===== config.mk =====
export PLATFORM = sky130hd
export DESIGN_NAME = sram_controller_flat
export DESIGN_NICKNAME = d
export VERILOG_FILES = /design/src/rtl/sram_controller_pkg.sv /design/src/rtl/sram_controller_if.sv /design/src/rtl/sram_beat_counter.sv /design/src/rtl/sram_controller.sv /design/src/flat_wrapper.sv
export SDC_FILE = /design/constraint.sdc
export NUM_CORES = 1
export LEC_CHECK = 0
export BUFFER_PORTS_ARGS = -buffer_cell sky130_fd_sc_hd__buf_2
export CORE_MARGIN = 3
export CORE_UTILIZATION = 52
export DETAILED_ROUTE_END_ITERATION = 8
export PLACE_DENSITY = 0.84
export SLEW_MARGIN = 20
export SYNTH_ARGS = -nofsm -noshare
export SYNTH_HDL_FRONTEND = slang
export SYNTH_SLANG_ARGS = --single-unit

===== constraint.sdc =====
create_clock -name clk -period 3.13 [get_ports clk]
set_clock_uncertainty 0.05 [all_clocks]
set_input_delay 0 -clock clk [delete_from_list [all_inputs] [get_ports clk]]
set_output_delay 0 -clock clk [all_outputs]
set_load 0.02 [all_outputs]

===== src/rtl/sram_controller_pkg.sv =====
// Shared widths, state encodings and the latched request record for the
// Mem-stage SRAM controller.
package sram_controller_pkg;
  localparam int WORD_LEN      = 32;
  localparam int ADDRESS_LEN   = 32;
  localparam int SRAM_ADDR_LEN = 18;
  localparam int SRAM_DATA_LEN = 16;

  localparam logic [1:0] SRAM_IDLE = 2'd0;
  localparam logic [1:0] SRAM_LO   = 2'd1;
  localparam logic [1:0] SRAM_HI   = 2'd2;
  localparam logic [1:0] SRAM_DONE = 2'd3;

  typedef struct packed {
    logic                     op_wr;
    logic [SRAM_ADDR_LEN-2:0] word;
    logic [WORD_LEN-1:0]      wdata;
  } sram_req_t;
endpackage


===== src/rtl/sram_controller_if.sv =====
// Mem-stage request/response handshake plus the board SRAM pins.
interface sram_controller_if;
  import sram_controller_pkg::*;

  logic                     wr_en;
  logic                     rd_en;
  logic [ADDRESS_LEN-1:0]   address;
  logic [WORD_LEN-1:0]      write_data;
  logic [WORD_LEN-1:0]      read_data;
  logic                     ready;
  logic [SRAM_ADDR_LEN-1:0] sram_addr;
  logic [SRAM_DATA_LEN-1:0] sram_dq_out;
  logic [SRAM_DATA_LEN-1:0] sram_dq_in;
  logic                     sram_dq_oe;
  logic                     sram_we_n;

  modport master (
    output wr_en, rd_en, address, write_data, sram_dq_in,
    input  read_data, ready, sram_addr, sram_dq_out, sram_dq_oe, sram_we_n
  );

  modport slave (
    input  wr_en, rd_en, address, write_data, sram_dq_in,
    output read_data, ready, sram_addr, sram_dq_out, sram_dq_oe, sram_we_n
  );
endinterface


===== src/rtl/sram_beat_counter.sv =====
// Per-beat cycle counter: clear wins over enable, terminal count at
// WAIT_CYCLES-1. The next value is exported so outputs can be registered.
module sram_beat_counter #(
  parameter int WAIT_CYCLES = 3,
  localparam int CW = $clog2(WAIT_CYCLES)
) (
  input  logic          clk,
  input  logic          rst,
  input  logic          clr_i,
  input  logic          en_i,
  output logic [CW-1:0] cnt_o,
  output logic [CW-1:0] cnt_d_o,
  output logic          tc_o
);
  logic [CW-1:0] cnt_q, cnt_d;

  always_comb begin
    cnt_d = cnt_q;
    if (clr_i)     cnt_d = '0;
    else if (en_i) cnt_d = cnt_q + CW'(1);
  end

  always_ff @(posedge clk) begin
    if (!rst) cnt_q <= '0;
    else      cnt_q <= cnt_d;
  end

  assign cnt_o   = cnt_q;
  assign cnt_d_o = cnt_d;
  assign tc_o    = (cnt_q == CW'(WAIT_CYCLES - 1));
endmodule


===== src/rtl/sram_controller.sv =====
// Services one 32-bit Mem-stage access as two 16-bit beats on an async SRAM;
// ready stays low until the access completes and freezes the pipeline.
module sram_controller
  import sram_controller_pkg::*;
#(
  parameter int                     WAIT_CYCLES = 3,
  parameter logic [ADDRESS_LEN-1:0] BASE_ADDR   = 32'd1024
) (
  input  logic               clk,
  input  logic               rst,
  sram_controller_if.slave   bus
);
  localparam int            CW   = $clog2(WAIT_CYCLES);
  localparam logic [CW-1:0] LAST = CW'(WAIT_CYCLES - 1);

  logic [1:0]               state_q, state_d;
  sram_req_t                req_q, req_d;
  logic [WORD_LEN-1:0]      rdata_q, rdata_d;
  logic [SRAM_ADDR_LEN-1:0] addr_q, addr_d;
  logic [SRAM_DATA_LEN-1:0] dq_q, dq_d;
  logic                     oe_q, oe_d, we_n_q, we_n_d;
  logic [CW-1:0]            cnt_q, cnt_d;
  logic                     tc, in_beat_q, in_beat_d, req;
  logic [ADDRESS_LEN-1:0]   offset;
  logic                     unused_offset;

  assign req           = bus.wr_en | bus.rd_en;
  assign offset        = bus.address - BASE_ADDR;
  assign unused_offset = ^{offset[ADDRESS_LEN-1:SRAM_ADDR_LEN+1], offset[1:0]};

  always_comb begin
    state_d = state_q;
    req_d   = req_q;
    case (state_q)
      SRAM_IDLE: if (req) begin
        state_d     = SRAM_LO;
        req_d.op_wr = bus.wr_en;
        req_d.word  = offset[SRAM_ADDR_LEN:2];
        req_d.wdata = bus.write_data;
      end
      SRAM_LO:   if (tc) state_d = SRAM_HI;
      SRAM_HI:   if (tc) state_d = SRAM_DONE;
      default:   state_d = SRAM_IDLE;
    endcase
  end

  assign in_beat_q = (state_q == SRAM_LO) || (state_q == SRAM_HI);
  assign in_beat_d = (state_d == SRAM_LO) || (state_d == SRAM_HI);

  sram_beat_counter #(.WAIT_CYCLES(WAIT_CYCLES)) u_cnt (
    .clk     (clk),
    .rst     (rst),
    .clr_i   (state_d != state_q),
    .en_i    (in_beat_q),
    .cnt_o   (cnt_q),
    .cnt_d_o (cnt_d),
    .tc_o    (tc)
  );

  // Pins are decoded from next state so they change only on clk edges.
  always_comb begin
    addr_d = addr_q;
    dq_d   = dq_q;
    oe_d   = 1'b0;
    we_n_d = 1'b1;
    if (in_beat_d) begin
      addr_d = {req_d.word, state_d == SRAM_HI};
      dq_d   = (state_d == SRAM_HI) ? req_d.wdata[31:16] : req_d.wdata[15:0];
      oe_d   = req_d.op_wr;
      we_n_d = ~(req_d.op_wr && (cnt_d != LAST));
    end
  end

  always_comb begin
    rdata_d = rdata_q;
    if (!req_q.op_wr && tc) begin
      if (state_q == SRAM_LO)      rdata_d[15:0]  = bus.sram_dq_in;
      else if (state_q == SRAM_HI) rdata_d[31:16] = bus.sram_dq_in;
    end
  end

  always_ff @(posedge clk) begin
    if (!rst) begin
      state_q <= SRAM_IDLE;
      req_q   <= '0;
      rdata_q <= '0;
      addr_q  <= '0;
      dq_q    <= '0;
      oe_q    <= 1'b0;
      we_n_q  <= 1'b1;
    end else begin
      state_q <= state_d;
      req_q   <= req_d;
      rdata_q <= rdata_d;
      addr_q  <= addr_d;
      dq_q    <= dq_d;
      oe_q    <= oe_d;
      we_n_q  <= we_n_d;
    end
  end

  always_comb begin
    case (state_q)
      SRAM_DONE: bus.ready = 1'b1;
      SRAM_IDLE: bus.ready = ~req;
      default:   bus.ready = 1'b0;
    endcase
  end

  assign bus.read_data   = rdata_q;
  assign bus.sram_addr   = addr_q;
  assign bus.sram_dq_out = dq_q;
  assign bus.sram_dq_oe  = oe_q;
  assign bus.sram_we_n   = we_n_q;
endmodule


===== src/flat_wrapper.sv =====
// flat-port wrapper written by rule: the top's interface ports become plain ports
module sram_controller_flat import sram_controller_pkg::*;
#(
  parameter int                     WAIT_CYCLES = 3,
  parameter logic [ADDRESS_LEN-1:0] BASE_ADDR   = 32'd1024
)
  (clk, rst, bus_wr_en, bus_rd_en, bus_address, bus_write_data, bus_sram_dq_in, bus_read_data, bus_ready, bus_sram_addr, bus_sram_dq_out, bus_sram_dq_oe, bus_sram_we_n);
  sram_controller_if bus_i ();
  input  logic clk;
  input  logic rst;
  input wire logic [$bits(bus_i.wr_en)-1:0] bus_wr_en;
  input wire logic [$bits(bus_i.rd_en)-1:0] bus_rd_en;
  input wire logic [$bits(bus_i.address)-1:0] bus_address;
  input wire logic [$bits(bus_i.write_data)-1:0] bus_write_data;
  input wire logic [$bits(bus_i.sram_dq_in)-1:0] bus_sram_dq_in;
  output wire logic [$bits(bus_i.read_data)-1:0] bus_read_data;
  output wire logic [$bits(bus_i.ready)-1:0] bus_ready;
  output wire logic [$bits(bus_i.sram_addr)-1:0] bus_sram_addr;
  output wire logic [$bits(bus_i.sram_dq_out)-1:0] bus_sram_dq_out;
  output wire logic [$bits(bus_i.sram_dq_oe)-1:0] bus_sram_dq_oe;
  output wire logic [$bits(bus_i.sram_we_n)-1:0] bus_sram_we_n;
  assign bus_i.wr_en = bus_wr_en;
  assign bus_i.rd_en = bus_rd_en;
  assign bus_i.address = bus_address;
  assign bus_i.write_data = bus_write_data;
  assign bus_i.sram_dq_in = bus_sram_dq_in;
  assign bus_read_data = bus_i.read_data;
  assign bus_ready = bus_i.ready;
  assign bus_sram_addr = bus_i.sram_addr;
  assign bus_sram_dq_out = bus_i.sram_dq_out;
  assign bus_sram_dq_oe = bus_i.sram_dq_oe;
  assign bus_sram_we_n = bus_i.sram_we_n;
  sram_controller #(.WAIT_CYCLES(WAIT_CYCLES), .BASE_ADDR(BASE_ADDR)) u_core (.clk(clk), .rst(rst), .bus(bus_i));
endmodule

==> impl_metrics.py, run 1 <==
metrics = {
    "power": {
        "power.internal_mw": 3.55,
        "pwr-share-seq": 0.369,
        "switchingPower_mw": 1.34,
        "combinationalPowerShare": 0.222,
        "power_leakage_nw": 3.34,
        "finalPower_mw": 4.89,
        "power_density_mw_per_mm2": 648,
        "switching_share": 0.275,
        "vdd_drop_max_mv": 0.446,
        "clkPwrFrac": 0.410,
    },
    "yosys": {
        "ys_seq_elements": 122,
        "async_flop_share": 0,
        "syn-num-nets": 660,
        "synth_edf_count": 0,
        "yosys_most_used_dff": "dfxtp_1",
        "synthCells": 567,
        "syn-cell-area_sq_mm": 0.00534,
        "synth.avg_cell_area_sq_um": 9.41,
        "yosysWarningCount": 0,
        "yosysUniqueCellTypes": 43,
        "yosysSeqAreaShare": 0.458,
    },
    "place": {
        "gp_congestion": 0.838,
        "port_buffers": 137,
        "pre_cts_ws_ns": 0.364,
        "post-place-cells": 805,
        "place_hpwl_mm": 8.35,
        "dpl_cell_area_sq_mm": 0.00606,
    },
    "worst_setup_path": {
        "cp_max_fo": 29,
        "cp.arrival_ns": 3.26,
        "max_stage_delay_ns": 0.38,
        "cp_cell_sequence": "inv_1 -> ha_1 -> nor3b_2 -> nand2_1 -> a31oi_1 -> ha_2 -> buf_4 -> nand2b_1 -> o21ai_0 -> nand2_1 -> o21ai_0",
        "end_kind": "flip-flop",
        "critPathRequiredTime_ns": 3.52,
        "critical-path-slowest-cell": "ha_2",
        "crit_start": "u_core.state_q[0]",
        "crit_type": "reg -> reg",
        "rr_startpoint": "u_core.state_q[0]",
        "start_kind": "flip-flop",
    },
    "global_route": {
        "grt_start_max_net_pins": 73,
        "antenna_found_initial": 1,
        "gr-total-overflow": 0,
        "grt_pass1_vias": 4959,
        "grt_pass1_wl_mm": 23.6,
        "grt_util_all_layers": 0.264,
    },
    "route": {
        "remaining_drc_errors": 0,
        "antenna_left": 0,
        "drt-initial-drc-count": 226,
        "firstDrtPassIters": 4,
        "wl_per_cell_um": 16.0,
        "avgViaCountPerCell": 5.24,
        "finalWirelength_mm": 14.8,
        "num_vias": 4845,
    },
    "clock_tree": {
        "root_buffer": "clkbuf_8",
        "cts_buffer_depth": 2,
        "clock-sinks": 122,
        "h-tree-depth": 4,
        "cts_inserted_buffers": 17,
        "cts_setup_buffers": 0,
        "cts_tree": "built",
        "clkTransAtPathRegs_ns": 0.06,
        "insertion_delay_ns": 0.52,
    },
    "timing": {
        "max_slew.worst_pin.slew_ns": 0.724,
        "finalSetupViolCount": 0,
        "max_freq_mhz": 348,
        "fin_ws_ns": 0.260,
        "slew_headroom": 0.516,
        "min_period_ns": 2.87,
        "rsz0062_at_grt": "no",
        "slew_viol_final": 0,
        "hold_slack_ns": 0.0347,
        "final.setup.tns_ns": 0,
        "hold_violations": 0,
        "post-route-period-util": 0.917,
    },
    "finish": {
        "layout_commonest_cell": "nand2_1",
        "drive_gt1_frac": 0.240,
        "layout_common_cells": "nand2_1 (149), buf_2 (137), dfxtp_1 (122)",
        "fin_util": 0.766,
        "fin_area_sq_mm": 0.00755,
        "syn_to_final_growth_pct": 41.5,
        "instances_no_fill": 925,
        "finalNetCount": 871,
    },
    "floorplanning": {
        "rows": 36,
        "start_util": 0.541,
        "die-area_sq_mm": 0.0115,
        "die_height_um": 107,
        "io_pins": 153,
        "core_area_sq_mm": 0.00986,
        "dieWidth_um": 107,
    },
    "min_path": {
        "hp-start": "bus_address[11]",
        "hold_class": "in -> reg",
    },
    "run_status": {
        "status": "finished clean",
    },
    "job": {
        "maxCapViolations": 0,
    },
}
[power groups by stage]
stage	Sequential (mW)	Clock [mW]	Combinational (mW)
4_1_cts	1.80	2.02	1.07
3_3_place_gp	1.82	0	0.920
2_1_floorplan	1.93	0	0.593
3_5_place_dp	1.83	0	0.955
5_1_grt	1.82	2.10	1.18
6_report	1.80	2.00	1.08
[cell usage after synthesis (all sizes together), types with 14 or more instances]
library cell | number | area share
a21boi | 64 | 0.090
and2 | 14 | 0.016
buf | 15 | 0.020
clkbuf | 23 | 0.016
dfxtp | 122 | 0.46
mux2i | 26 | 0.049
mux4 | 16 | 0.073
nand2 | 149 | 0.10
nor2b | 28 | 0.033
o21ai | 28 | 0.026
[layout make-up]
class / count / area (sq um)
inverter: 9 / 33.8
tap: 133 / 166
multi-input combinational: 398 / 2680
clock inverter: 7 / 110
sequential: 122 / 2440
clock buffer: 25 / 504
timing repair buffer: 230 / 1610
antenna: 1 / 2.50
fill: 605 / 2310
[path summary, 6_finish.rpt]
path / to / slack [ns] / cells after the start
max: u_core.bus.sram_addr[17] / 0.26 / 11
min: u_core.req_q[43] / 0.03 / 4
max reg2reg: u_core.bus.sram_addr[17] / 0.26 / 11
min reg2reg: u_core.bus.read_data[29] / 0.41 / 2
[kinds of logic (layout without fill, tap and decap cells)]
| kind of cell | Yosys count | count (layout) | share of synthesized area |
|---|---|---|---|
| DFF | 122 | 122 | 0.458 |
| buffers and inverters | 47 | 271 | 0.0424 |
| other | 0 | 1 | 0 |
| adders and majority gates | 9 | 9 | 0.0211 |
| AOI/OAI and AO/OA | 114 | 114 | 0.145 |
| xor gates and xnor gates | 7 | 7 | 0.0115 |
| and+or+nand+nor | 226 | 226 | 0.200 |
| muxes | 42 | 42 | 0.122 |
[what timing repair did]
action,in CTS,in global routing
hold buffers,87,0
gates resized for setup,0,1
endpoints found under the hold margin,117,0
endpoints found under the setup margin,0,1
[worst max-delay path: cells and delay by family, from the launching register on]
family	cells	cell delay (ns)
AO/OA/AOI/OAI	3	0.61
adder cells (fa/ha/maj)	2	0.67
buffers and inverters	2	0.43
flip-flops	1	0.35
AND/OR/NAND/NOR	4	0.67
[registers in the layout, summed over array words and instances (netlist names)]
| name | count |
|---|---|
| u_core.req_q | 50 |
| u_core.bus.read_data | 32 |
| u_core.bus.sram_addr | 18 |
| u_core.bus.sram_dq_out | 16 |
| u_core.state_q | 2 |
| u_core.u_cnt.cnt_o | 2 |
| u_core.bus.sram_dq_oe | 1 |
| u_core.bus.sram_we_n | 1 |
[metal layers]
layer | vias to the layer above | GRT usage | part of all wire
met5 | - | 0 | 0
met4 | 0 | 0.142 | 0.031
met3 | 46 | 0.0726 | 0.060
met2 | 182 | 0.471 | 0.53
met1 | 2280 | 0.282 | 0.38
li1 | 2337 | - | -
(Power assumes the default switching activity.)
==> run 2: changes to the inputs <==
Settings changed: CORE_UTILIZATION 52 to 51, SLEW_MARGIN 20 to 10, SYNTH_HIERARCHICAL set to 1.
==> run 2 against run 1 <==
  * Final cell count down 7.5%
  * Worst setup slack worse by 0.15 ns
  * Total power down 12%
  * Critical path type unchanged
==> impl_metrics.py, run 2 <==
metrics = {
    "min_path": {
        "hold_class": "in -> reg",
    },
    "floorplanning": {
        "start_util": 0.539,
        "rows": 34,
        "die-area_sq_mm": 0.0106,
        "core_area_sq_mm": 0.00893,
        "die_height_um": 103,
        "dieWidth_um": 103,
        "io_pins": 153,
    },
    "worst_setup_path": {
        "r2r-end": "u_core/bus.sram_addr[9]",
        "cp_top_family": "buffers and inverters",
        "rr_startpoint": "u_core/state_q[0]",
        "rr_worst_depth": 10,
        "start_kind": "flip-flop",
        "cp.arrival_ns": 3.37,
        "cp_cell_sequence": "inv_1 -> ha_1 -> nor3b_2 -> a211oi_1 -> nor3_1 -> ha_1 -> buf_12 -> nand2b_1 -> o211a_1 -> dlygate4sd3_1",
        "max_stage_delay_ns": 0.54,
        "crit_start": "u_core/state_q[0]",
        "end_kind": "flip-flop",
        "worstSetupPathDepth": 10,
        "worst-path-buf-inv": 3,
        "endpoint": "u_core/bus.sram_addr[9]",
        "r2r_setup_slack_ns": 0.11,
        "crit_type": "reg -> reg",
        "critical-path-slowest-cell": "dlygate4sd3_1",
        "path_common_cell": "ha_1",
        "cp_max_fo": 25,
        "critPathRequiredTime_ns": 3.47,
    },
    "yosys": {
        "yosysWarningCount": 6,
        "yosysTopAreaCell": "dfxtp_1",
        "ys_seq_elements": 122,
        "synth.avg_cell_area_sq_um": 9.08,
        "synthCells": 530,
        "synth_area_leaders": "dfxtp_1 (51%), mux2i_1 (13%), nand2_1 (7.4%)",
        "synth_top_area_share": 0.508,
        "synth_edf_count": 0,
        "yosys_most_used_dff": "dfxtp_1",
        "async_flop_share": 0,
        "yosysSeqAreaShare": 0.508,
        "post-synth-top-count-cell": "dfxtp_1",
        "netlist_top_cells_count": "dfxtp_1 (122), nand2_1 (95), nor2_1 (67), mux2i_1 (61), a21oi_1 (36)",
        "syn-cell-area_sq_mm": 0.00481,
        "syn-num-nets": 622,
        "yosysUniqueCellTypes": 38,
    },
    "route": {
        "wl_per_cell_um": 16.7,
        "avgViaCountPerCell": 5.44,
        "firstDrtPassIters": 5,
        "drt-met1-wl_mm": 5.38,
        "remaining_drc_errors": 0,
        "wl_met3_um": 935,
        "drt-initial-drc-count": 228,
        "wl_met2_mm": 7.51,
        "num_vias": 4658,
        "top_layer": "met4",
        "finalWirelength_mm": 14.3,
        "antenna_left": 0,
    },
    "clock_tree": {
        "cts_setup_buffers": 0,
        "insertion_delay_ns": 0.50,
        "root_buffer": "clkbuf_8",
        "clkTransAtPathRegs_ns": 0.07,
        "cts_tree": "built",
        "cts_buffer_depth": 2,
        "clock-sinks": 122,
        "h-tree-depth": 4,
        "cts_inserted_buffers": 17,
    },
    "finish": {
        "largest_reg_flops": 50,
        "instances_no_fill": 856,
        "layout_commonest_cell": "buf_2",
        "layout_common_cells": "buf_2 (137), dfxtp_1 (121), nand2_1 (95)",
        "diodes": 0,
        "drive_gt1_frac": 0.251,
        "syn_to_final_growth_pct": 44.0,
        "seqCellArea_sq_mm": 0.00244,
        "fin_area_sq_mm": 0.00693,
        "largest-register": "u_core/req_q",
        "fillers": 589,
        "multi_input_area_sq_mm": 0.00219,
        "finalNetCount": 827,
    },
    "timing": {
        "max_freq_mhz": 331,
        "final.setup.tns_ns": 0,
        "hold_violations": 0,
        "hold_slack_ns": 0.104,
        "post-route-period-util": 0.966,
        "min_period_ns": 3.02,
        "slew_viol_final": 0,
        "finalSetupViolCount": 0,
        "slew_headroom": 0.298,
        "max_slew.worst_pin.slew_ns": 1.05,
    },
    "place": {
        "post-place-cells": 748,
        "place_hpwl_mm": 7.81,
        "dpl_cell_area_sq_mm": 0.00556,
        "gp_congestion": 0.793,
        "port_buffers": 137,
    },
    "power": {
        "power_density_mw_per_mm2": 621,
        "finalPower_mw": 4.30,
        "power_leakage_nw": 3.09,
        "vdd_drop_max_mv": 0.438,
    },
    "global_route": {
        "grt_start_max_net_pins": 107,
        "grt_pass1_wl_mm": 22.0,
        "grt_util_all_layers": 0.264,
        "gr-total-overflow": 0,
        "grt_pass1_vias": 4818,
        "antenna_found_initial": 0,
    },
    "run_status": {
        "status": "finished clean",
    },
    "job": {
        "maxCapViolations": 0,
    },
}
run 2: cell count changes after synthesis, sizes merged, moves of 5 or more:
cell and delta:
a21oi +27, nor3 +7, and2 -10, buf -5, mux2i +35, o2bb2ai +16, nor2 +62, a21boi -64
nand2b -5, o21a +10, mux4 -16, nor2b -26, nand2 -54, o21ai -7
run 2: worst min-delay path by stage:
| stage | start | end | slack [ns] | depth (start not counted) |
|---|---|---|---|---|
| 6_report | bus_rd_en | u_core/state_q[1] | 0.10 | 4 |
| 3_5_place_dp | bus_sram_dq_in[2] | u_core/bus.read_data[2] | 0.21 | 3 |
| 4_1_cts | bus_rd_en | u_core/state_q[0] | 0.06 | 4 |
| 2_1_floorplan | bus_sram_dq_in[0] | u_core/bus.read_data[0] | 0.09 | 2 |
| 5_1_grt | bus_rd_en | u_core/state_q[1] | 0.14 | 4 |
| 3_3_place_gp | bus_sram_dq_in[4] | u_core/bus.read_data[20] | 0.20 | 3 |
run 2: layer usage:
metal / global-route usage / up-vias
met5: 0 / -
met4: 0.129 / 0
met3: 0.0670 / 55
met2: 0.486 / 216
met1: 0.276 / 2181
li1: - / 2206
run 2: metrics by stage:
| step | setup WS (ns) | utilization |
|---|---|---|
| CTS | 0.0611 | 0.772 |
| floorplan | 0.564 | - |
| finish | 0.107 | 0.775 |
| global placement | 0.548 | 0.622 |
| global route | -0.0218 | 0.775 |
| detailed placement | 0.374 | 0.622 |
run 2: cell type report:
type	count	area share
Sequential cell	122	0.353
Multi-Input combinational cell	365	0.317
Timing Repair Buffer	221	0.221
Clock buffer	19	0.0623
Clock inverter	13	0.0226
Tap cell	108	0.0195
Inverter	8	0.00452
run 2: worst reg2reg max path, delay by kind of cell, from the launching register on:
kind / cells / cell delay (ns)
AO/OA/AOI/OAI: 2 / 0.43
buffers and inverters: 3 / 0.89
flip-flops: 1 / 0.45
AND/OR/NAND/NOR: 3 / 0.39
adder cells (fa/ha/maj): 2 / 0.71
run 2: report_power, final:
group / internal (mW) / leakage [nW] / switching (mW)
Clock: 1.18 / 0.282 / 0.741
Combinational: 0.300 / 1.81 / 0.371
Sequential: 1.66 / 1.00 / 0.0525
run 2: repair_timing:
action	CTS	global route
hold buffers	75	0
setup endpoints to repair	0	1
gates resized for setup	0	2
hold endpoints to repair	117	0
run 2: cells by family after synthesis:
family          synth area share
xor+xnor                 0.00728
fa+ha+maj                 0.0208
compound gates             0.124
buf+inv                   0.0382
flops                      0.508
simple gates               0.175
mux                        0.127
